File: src/rtl/gpio_regbank.sv
// gpio_regbank: memory-mapped GPIO register bank. It provides pin synchronisation,
// edge-capture interrupts, atomic set/clear of the output data, and error responses.
// Latency: a req sampled at edge k is acknowledged after edge k+1. Writes commit at edge k.
// Backpressure: none. The bank accepts one access every cycle and ack cannot be stalled.
// Ports:
//   clk, reset            - clock and synchronous active-high reset
//   req/addr/wben/r_wn/wdata -> ack/rdata/err : pipelined register access
//   gpio_pin_in           - asynchronous pin inputs
//   gpio_out, gpio_oe     - output data and output enables (1 = drive)
//   irq                   - registered OR of masked interrupt status
module gpio_regbank #(
  parameter int          GPIO_WIDTH   = 16,
  parameter int          SYNC_STAGES  = 2,
  parameter logic [31:0] CHIP_NAME    = 32'h48524a44,
  parameter logic [31:0] CHIP_VERSION = 32'h00000002
) (
  input  logic                  clk,
  input  logic                  reset,
  input  logic                  req,
  input  logic [5:2]            addr,
  input  logic [3:0]            wben,
  input  logic                  r_wn,
  input  logic [31:0]           wdata,
  output logic                  ack,
  output logic [31:0]           rdata,
  output logic                  err,
  input  logic [GPIO_WIDTH-1:0] gpio_pin_in,
  output logic [GPIO_WIDTH-1:0] gpio_out,
  output logic [GPIO_WIDTH-1:0] gpio_oe,
  output logic                  irq
);

  localparam logic [3:0] A_ID      = 4'd0;
  localparam logic [3:0] A_VERSION = 4'd1;
  localparam logic [3:0] A_TRI     = 4'd2;
  localparam logic [3:0] A_PIN     = 4'd3;
  localparam logic [3:0] A_DOUT    = 4'd4;
  localparam logic [3:0] A_MASK    = 4'd5;
  localparam logic [3:0] A_RISE    = 4'd6;
  localparam logic [3:0] A_FALL    = 4'd7;
  localparam logic [3:0] A_STAT    = 4'd8;
  localparam logic [3:0] A_SET     = 4'd9;
  localparam logic [3:0] A_CLR     = 4'd10;
  localparam logic [3:0] A_SCRATCH = 4'd11;

  // Register state
  logic [GPIO_WIDTH-1:0] tri_q, tri_d;
  logic [GPIO_WIDTH-1:0] dout_q, dout_d;
  logic [GPIO_WIDTH-1:0] mask_q, mask_d;
  logic [GPIO_WIDTH-1:0] rise_en_q, rise_en_d;
  logic [GPIO_WIDTH-1:0] fall_en_q, fall_en_d;
  logic [GPIO_WIDTH-1:0] stat_q, stat_d;
  logic [31:0]           scratch_q, scratch_d;

  // Pin path
  logic [SYNC_STAGES-1:0][GPIO_WIDTH-1:0] sync_q;
  logic [GPIO_WIDTH-1:0] prev_q;
  logic [GPIO_WIDTH-1:0] pin_sync;
  logic [GPIO_WIDTH-1:0] set_ev;

  // Response pipeline: stage 1 holds the response formed at the request edge,
  // and the output stage presents it one edge later.
  logic        ack1_q, ack1_d;
  logic        err1_q, err1_d;
  logic [31:0] rdata1_q, rdata1_d;
  logic        ack_q, err_q, irq_q;
  logic [31:0] rdata_q;

  logic [31:0]           lane_m;
  logic [GPIO_WIDTH-1:0] pin_m;
  logic [GPIO_WIDTH-1:0] wd_p;
  logic                  illegal;
  logic                  wr_ok;
  logic [31:0]           rd_val;

  assign pin_sync = sync_q[SYNC_STAGES-1];
  assign set_ev   = (pin_sync & ~prev_q & rise_en_q) | (~pin_sync & prev_q & fall_en_q);

  always_comb begin
    lane_m  = {{8{wben[3]}}, {8{wben[2]}}, {8{wben[1]}}, {8{wben[0]}}};
    pin_m   = lane_m[GPIO_WIDTH-1:0];
    wd_p    = wdata[GPIO_WIDTH-1:0];
    // Unmapped words, and writes to the read-only words, are rejected without side effects.
    illegal = (addr >= 4'd12) ||
              (!r_wn && (addr == A_ID || addr == A_VERSION || addr == A_PIN));
    wr_ok   = req && !r_wn && !illegal;

    rd_val = '0;
    case (addr)
      A_ID:      rd_val = CHIP_NAME;
      A_VERSION: rd_val = CHIP_VERSION;
      A_TRI:     rd_val = 32'(tri_q);
      A_PIN:     rd_val = 32'(pin_sync);
      A_DOUT:    rd_val = 32'(dout_q);
      A_MASK:    rd_val = 32'(mask_q);
      A_RISE:    rd_val = 32'(rise_en_q);
      A_FALL:    rd_val = 32'(fall_en_q);
      A_STAT:    rd_val = 32'(stat_q);
      A_SCRATCH: rd_val = scratch_q;
      default:   rd_val = '0;
    endcase

    tri_d     = tri_q;
    dout_d    = dout_q;
    mask_d    = mask_q;
    rise_en_d = rise_en_q;
    fall_en_d = fall_en_q;
    stat_d    = stat_q;
    scratch_d = scratch_q;
    if (wr_ok) begin
      case (addr)
        A_TRI:     tri_d     = (tri_q     & ~pin_m) | (wd_p & pin_m);
        A_DOUT:    dout_d    = (dout_q    & ~pin_m) | (wd_p & pin_m);
        A_MASK:    mask_d    = (mask_q    & ~pin_m) | (wd_p & pin_m);
        A_RISE:    rise_en_d = (rise_en_q & ~pin_m) | (wd_p & pin_m);
        A_FALL:    fall_en_d = (fall_en_q & ~pin_m) | (wd_p & pin_m);
        A_STAT:    stat_d    = stat_q & ~(wd_p & pin_m);
        A_SET:     dout_d    = dout_q | (wd_p & pin_m);
        A_CLR:     dout_d    = dout_q & ~(wd_p & pin_m);
        A_SCRATCH: scratch_d = (scratch_q & ~lane_m) | (wdata & lane_m);
        default:   ;
      endcase
    end
    // A new edge event overrides a same-cycle write-1-to-clear.
    stat_d = stat_d | set_ev;

    ack1_d   = req;
    err1_d   = req && illegal;
    rdata1_d = (req && r_wn && !illegal) ? rd_val : '0;
  end

  always_ff @(posedge clk) begin
    if (reset) begin
      tri_q     <= '0;
      dout_q    <= '0;
      mask_q    <= '0;
      rise_en_q <= '0;
      fall_en_q <= '0;
      stat_q    <= '0;
      scratch_q <= '0;
      sync_q    <= '0;
      prev_q    <= '0;
      ack1_q    <= 1'b0;
      err1_q    <= 1'b0;
      rdata1_q  <= '0;
      ack_q     <= 1'b0;
      err_q     <= 1'b0;
      rdata_q   <= '0;
      irq_q     <= 1'b0;
    end else begin
      tri_q     <= tri_d;
      dout_q    <= dout_d;
      mask_q    <= mask_d;
      rise_en_q <= rise_en_d;
      fall_en_q <= fall_en_d;
      stat_q    <= stat_d;
      scratch_q <= scratch_d;
      sync_q    <= {sync_q[SYNC_STAGES-2:0], gpio_pin_in};
      prev_q    <= pin_sync;
      ack1_q    <= ack1_d;
      err1_q    <= err1_d;
      rdata1_q  <= rdata1_d;
      ack_q     <= ack1_q;
      err_q     <= err1_q;
      rdata_q   <= rdata1_q;
      irq_q     <= |(stat_q & mask_q);
    end
  end

  assign ack      = ack_q;
  assign err      = err_q;
  assign rdata    = rdata_q;
  assign gpio_out = dout_q;
  assign gpio_oe  = tri_q;
  assign irq      = irq_q;

endmodule

File: config.mk
export PLATFORM = sky130hd
export DESIGN_NAME = gpio_regbank
export DESIGN_NICKNAME = d
export VERILOG_FILES = /design/src/rtl/gpio_regbank.sv
export SDC_FILE = /design/constraint.sdc
export NUM_CORES = 1
export LEC_CHECK = 0
export ABC_AREA = 1
export CAP_MARGIN = 30
export CORE_UTILIZATION = 50
export CTS_BUF_LIST = sky130_fd_sc_hd__clkbuf_8
export DETAILED_ROUTE_END_ITERATION = 8
export PLACE_DENSITY = 0.76
export SYNTH_ARGS = -nofsm -noshare
export SYNTH_HDL_FRONTEND = slang
export SYNTH_SLANG_ARGS = --single-unit
File: constraint.sdc
create_clock -name clk -period 2.6 [get_ports clk]
set_input_delay 0.65 -clock clk [delete_from_list [all_inputs] [get_ports clk]]
set_output_delay 0.65 -clock clk [all_outputs]
set_load 0.05 [all_outputs]
==> implementation parameters <==
Parameter                              Value

Run status
  Result of the run ... finished, final reports clean

Power and ir drop
  Worst IR Drop VDD ... 0.374 mV
  Reported leakage power ... 4.82 nW
  Power per standard cell area ... 610 nW/µm²

Place
  RePlAce Congestion ... 0.951
  Input/output buffers ... 126
  Placed instance area ... 11400 µm²
  Worst slack, placed ... 0.0619 ns
  Post-detailed-placement half-perimeter wirelength ... 18500 µm

Clocking
  Latest clock arrival within the worst-skew pair ... 0.54 ns
  # Post-CTS Setup Buffers ... 0
  Maximum root-to-sink buffer count ... 3
  Register clock-pin slew on the reported worst setup and hold paths ... 0.06 ns
  Number of levels the H-tree was split into ... 2
  Count of hold buffers inserted by post-cts repair ... 0
  CTS tree ... done
  Number of gates given a new drive strength after cts ... 0
  Count of clock tree sinks ... 245
  Inserted Clock Buffers ... 40
  Root buffer cell ... sky130_fd_sc_hd__clkbuf_8

Global routing
  Global-route wire length before repair ... 41700 µm
  Pin count of the biggest net entering global routing ... 69
  Number of antenna violations at the first check in global routing ... 0
  Grt total ovfl ... 0
  Vias in the first global route ... 7888
  Total global-route track usage ... 0.272

Flow run
  Maximum capacitance violations ... 0

Die
  DIE WIDTH ... 141 µm
  Count of boundary I/O pins ... 127
  Die Y-Extent ... 141 µm
  Core Box Area ... 18800 µm²
  Die outline area ... 19900 µm²
  Starting Density ... 0.513
  Rows ... 50

Final layout
  Total area of multi-input combinational cells ... 3990 µm²
  Final standard cell utilization of the core ... 0.643
  Final std cell area, no fill ... 12100 µm²
  Fraction of layout cells with a size suffix above 1 ... 0.0731
  Most common cell after layout, fill and taps aside ... sky130_fd_sc_hd__nand2_1
  ANT cells ... 0
  Highest-count cells in the layout ignoring fill and taps ... 464 x sky130_fd_sc_hd__nand2_1, 265 x sky130_fd_sc_hd__nor2_1, 245 x sky130_fd_sc_hd__dfxtp_1, 144 x sky130_fd_sc_hd__inv_1, 125 x sky130_fd_sc_hd__clkdlybuf4s50_1
  Sequential Area ... 4900 µm²
  Post-layout net count ... 1583
  Filler instances ... 1690
  Syn-to-layout area delta ... 25.5%

Setup path
  Endpoint of the lowest-slack register-to-register path ... rdata1_q[0]
  Setup slack on the worst flop-to-flop path ... 1.46 ns
  Critical path launch point ... gpio_out[11]
  Cell at the slowest stage of the critical path ... sky130_fd_sc_hd__clkdlybuf4s50_1
  Critical path peak fanout ... 3
  Cell-by-cell trace of the critical path ... clkdlybuf4s50_1
  Critical Path AT ... 1.80 ns
  Critical Path Stages ... 1
  Required arrival time at the worst endpoint ... 1.95 ns
  Worst path max stage delay ... 0.85 ns
  Category of the critical setup timing path ... reg2out
  Worst r2r path cells ... 4
  Worst path top cell family by delay ... buffers and inverters
  Worst path bufs/invs ... 1
  Sort of element at the end of the critical path ... output port
  Critical path endpoint ... gpio_out[11]
  Kind of start point of the critical path ... register

Synthesis
  Number of storage elements in the synthesis netlist ... 245
  Cells after Synth ... 1381
  Distinct cell type count after synthesis ... 29
  Post-Synthesis Mean Instance Area ... 6.99 µm²
  Share of the yosys chip area belonging to registers ... 0.508
  Combined area of all synthesized cells ... 9650 µm²
  Post-Synthesis Net Count ... 1441
  Total number of yosys warnings ... 0

Worst hold path
  Worst Hold Class ... reg2reg

Detailed routing
  Sum of routed wire length over all layers ... 26900 µm
  Vias per Instance ... 5.06
  Average detailed-routed wire length per instance ... 14.9 µm
  Initial DRC count ... 1158
  Number of iterations in the first detailed-routing pass ... 6
  Antenna viol nets, final ... 0
  DR vias ... 9142
  Post-route DRC violation count ... 0

Timing
  Pins over their slew limit ... 0
  Post-route setup slack ... 0.146 ns
  Setup Total Neg Slack ... 0 ns
  Worst relative slew slack ... 0.508
  Final-report setup violation count ... 0
  Max Clock Freq ... 407 MHz
  Final hold violation count ... 0
  Least-Margin Pin Slew ... 0.737 ns
  Shortest clock period the worst path allows after layout ... 2.45 ns
  Clock Skew ... 0.0259 ns
  Period utilization ... 0.944
  RSZ-0062 raised after global routing ... false
## worst min-delay path, stage by stage, from the launching register on
cell                      delay (ns)
sky130_fd_sc_hd__dfxtp_1        0.29
sky130_fd_sc_hd__inv_1          0.04
sky130_fd_sc_hd__nor2_1         0.03
## how the worst min path moves through the flow
stage	start	endpoint	slack, ns	cells past startpoint
after floorplan	ack1_q	ack	0.39	2
after global placement	sync_q[1]	pin_sync[1]	0.39	2
after detailed placement	rdata1_q[0]	rdata[0]	0.39	2
after CTS	rdata1_q[0]	rdata[0]	0.40	2
after global routing	rdata1_q[23]	rdata[23]	0.41	2
final	sync_q[9]	pin_sync[9]	0.40	2
## through the flow
stage	total power, mW	instances	hold WS [ns]
2_1_floorplan	4.13	1381	0.388
5_1_grt	7.66	1805	0.413
6_report	7.39	1805	0.396
3_5_place_dp	4.35	1741	0.392
3_3_place_gp	4.34	1741	0.389
4_1_cts	7.43	1805	0.396
## area by class of cell
cell class,count,area share
clock buffers,49,0.0557
clock inverters,15,0.00485
inverters,137,0.0424
multi-input cells,941,0.329
flip-flops and latches,245,0.405
well taps,260,0.0269
repair buffers,158,0.136
## synthesized netlist by cell type (all sizes together)
library cell	instances	area (µm²)
nand4	4	40.0
nor3	9	81.3
dfxtp	245	4900
buf	19	105
nor2	283	1120
nand3	21	105
inv	134	503
o211ai	6	45.0
clkbuf	39	146
a221oi	1	8.76
a31oi	17	106
nand3b	16	120
nand2	465	1750
a21oi	93	465
o22ai	1	6.26
o21ai	23	115
clkinv	3	11.3
a21o	1	7.51
a21boi	1	7.51
## layer usage
metal / part of all wire / vias to the layer above / routed length [µm] / GRT usage
li1: - / 4498 / - / -
met1: 0.44 / 4074 / 12000 / 0.396
met2: 0.41 / 497 / 11100 / 0.384
met3: 0.11 / 73 / 2860 / 0.0581
met4: 0.036 / 0 / 969 / 0.121
met5: 0 / - / 0 / 0
## cells by family after synthesis
family / synth area share
AO/OA/AOI/OAI: 0.0789
AND/OR/NAND/NOR: 0.334
buffers and inverters: 0.0793
flip-flops: 0.508
## power by group
group          total, mW  leakage, nW  switching (mW)  internal, mW
Sequential          3.82         1.98          0.0211          3.80
Combinational      0.454         2.41           0.283         0.171
Clock               3.12        0.429            1.44          1.68
Total               7.39         4.82            1.74          5.65
Note: power is estimated with default switching activity, not from simulation.
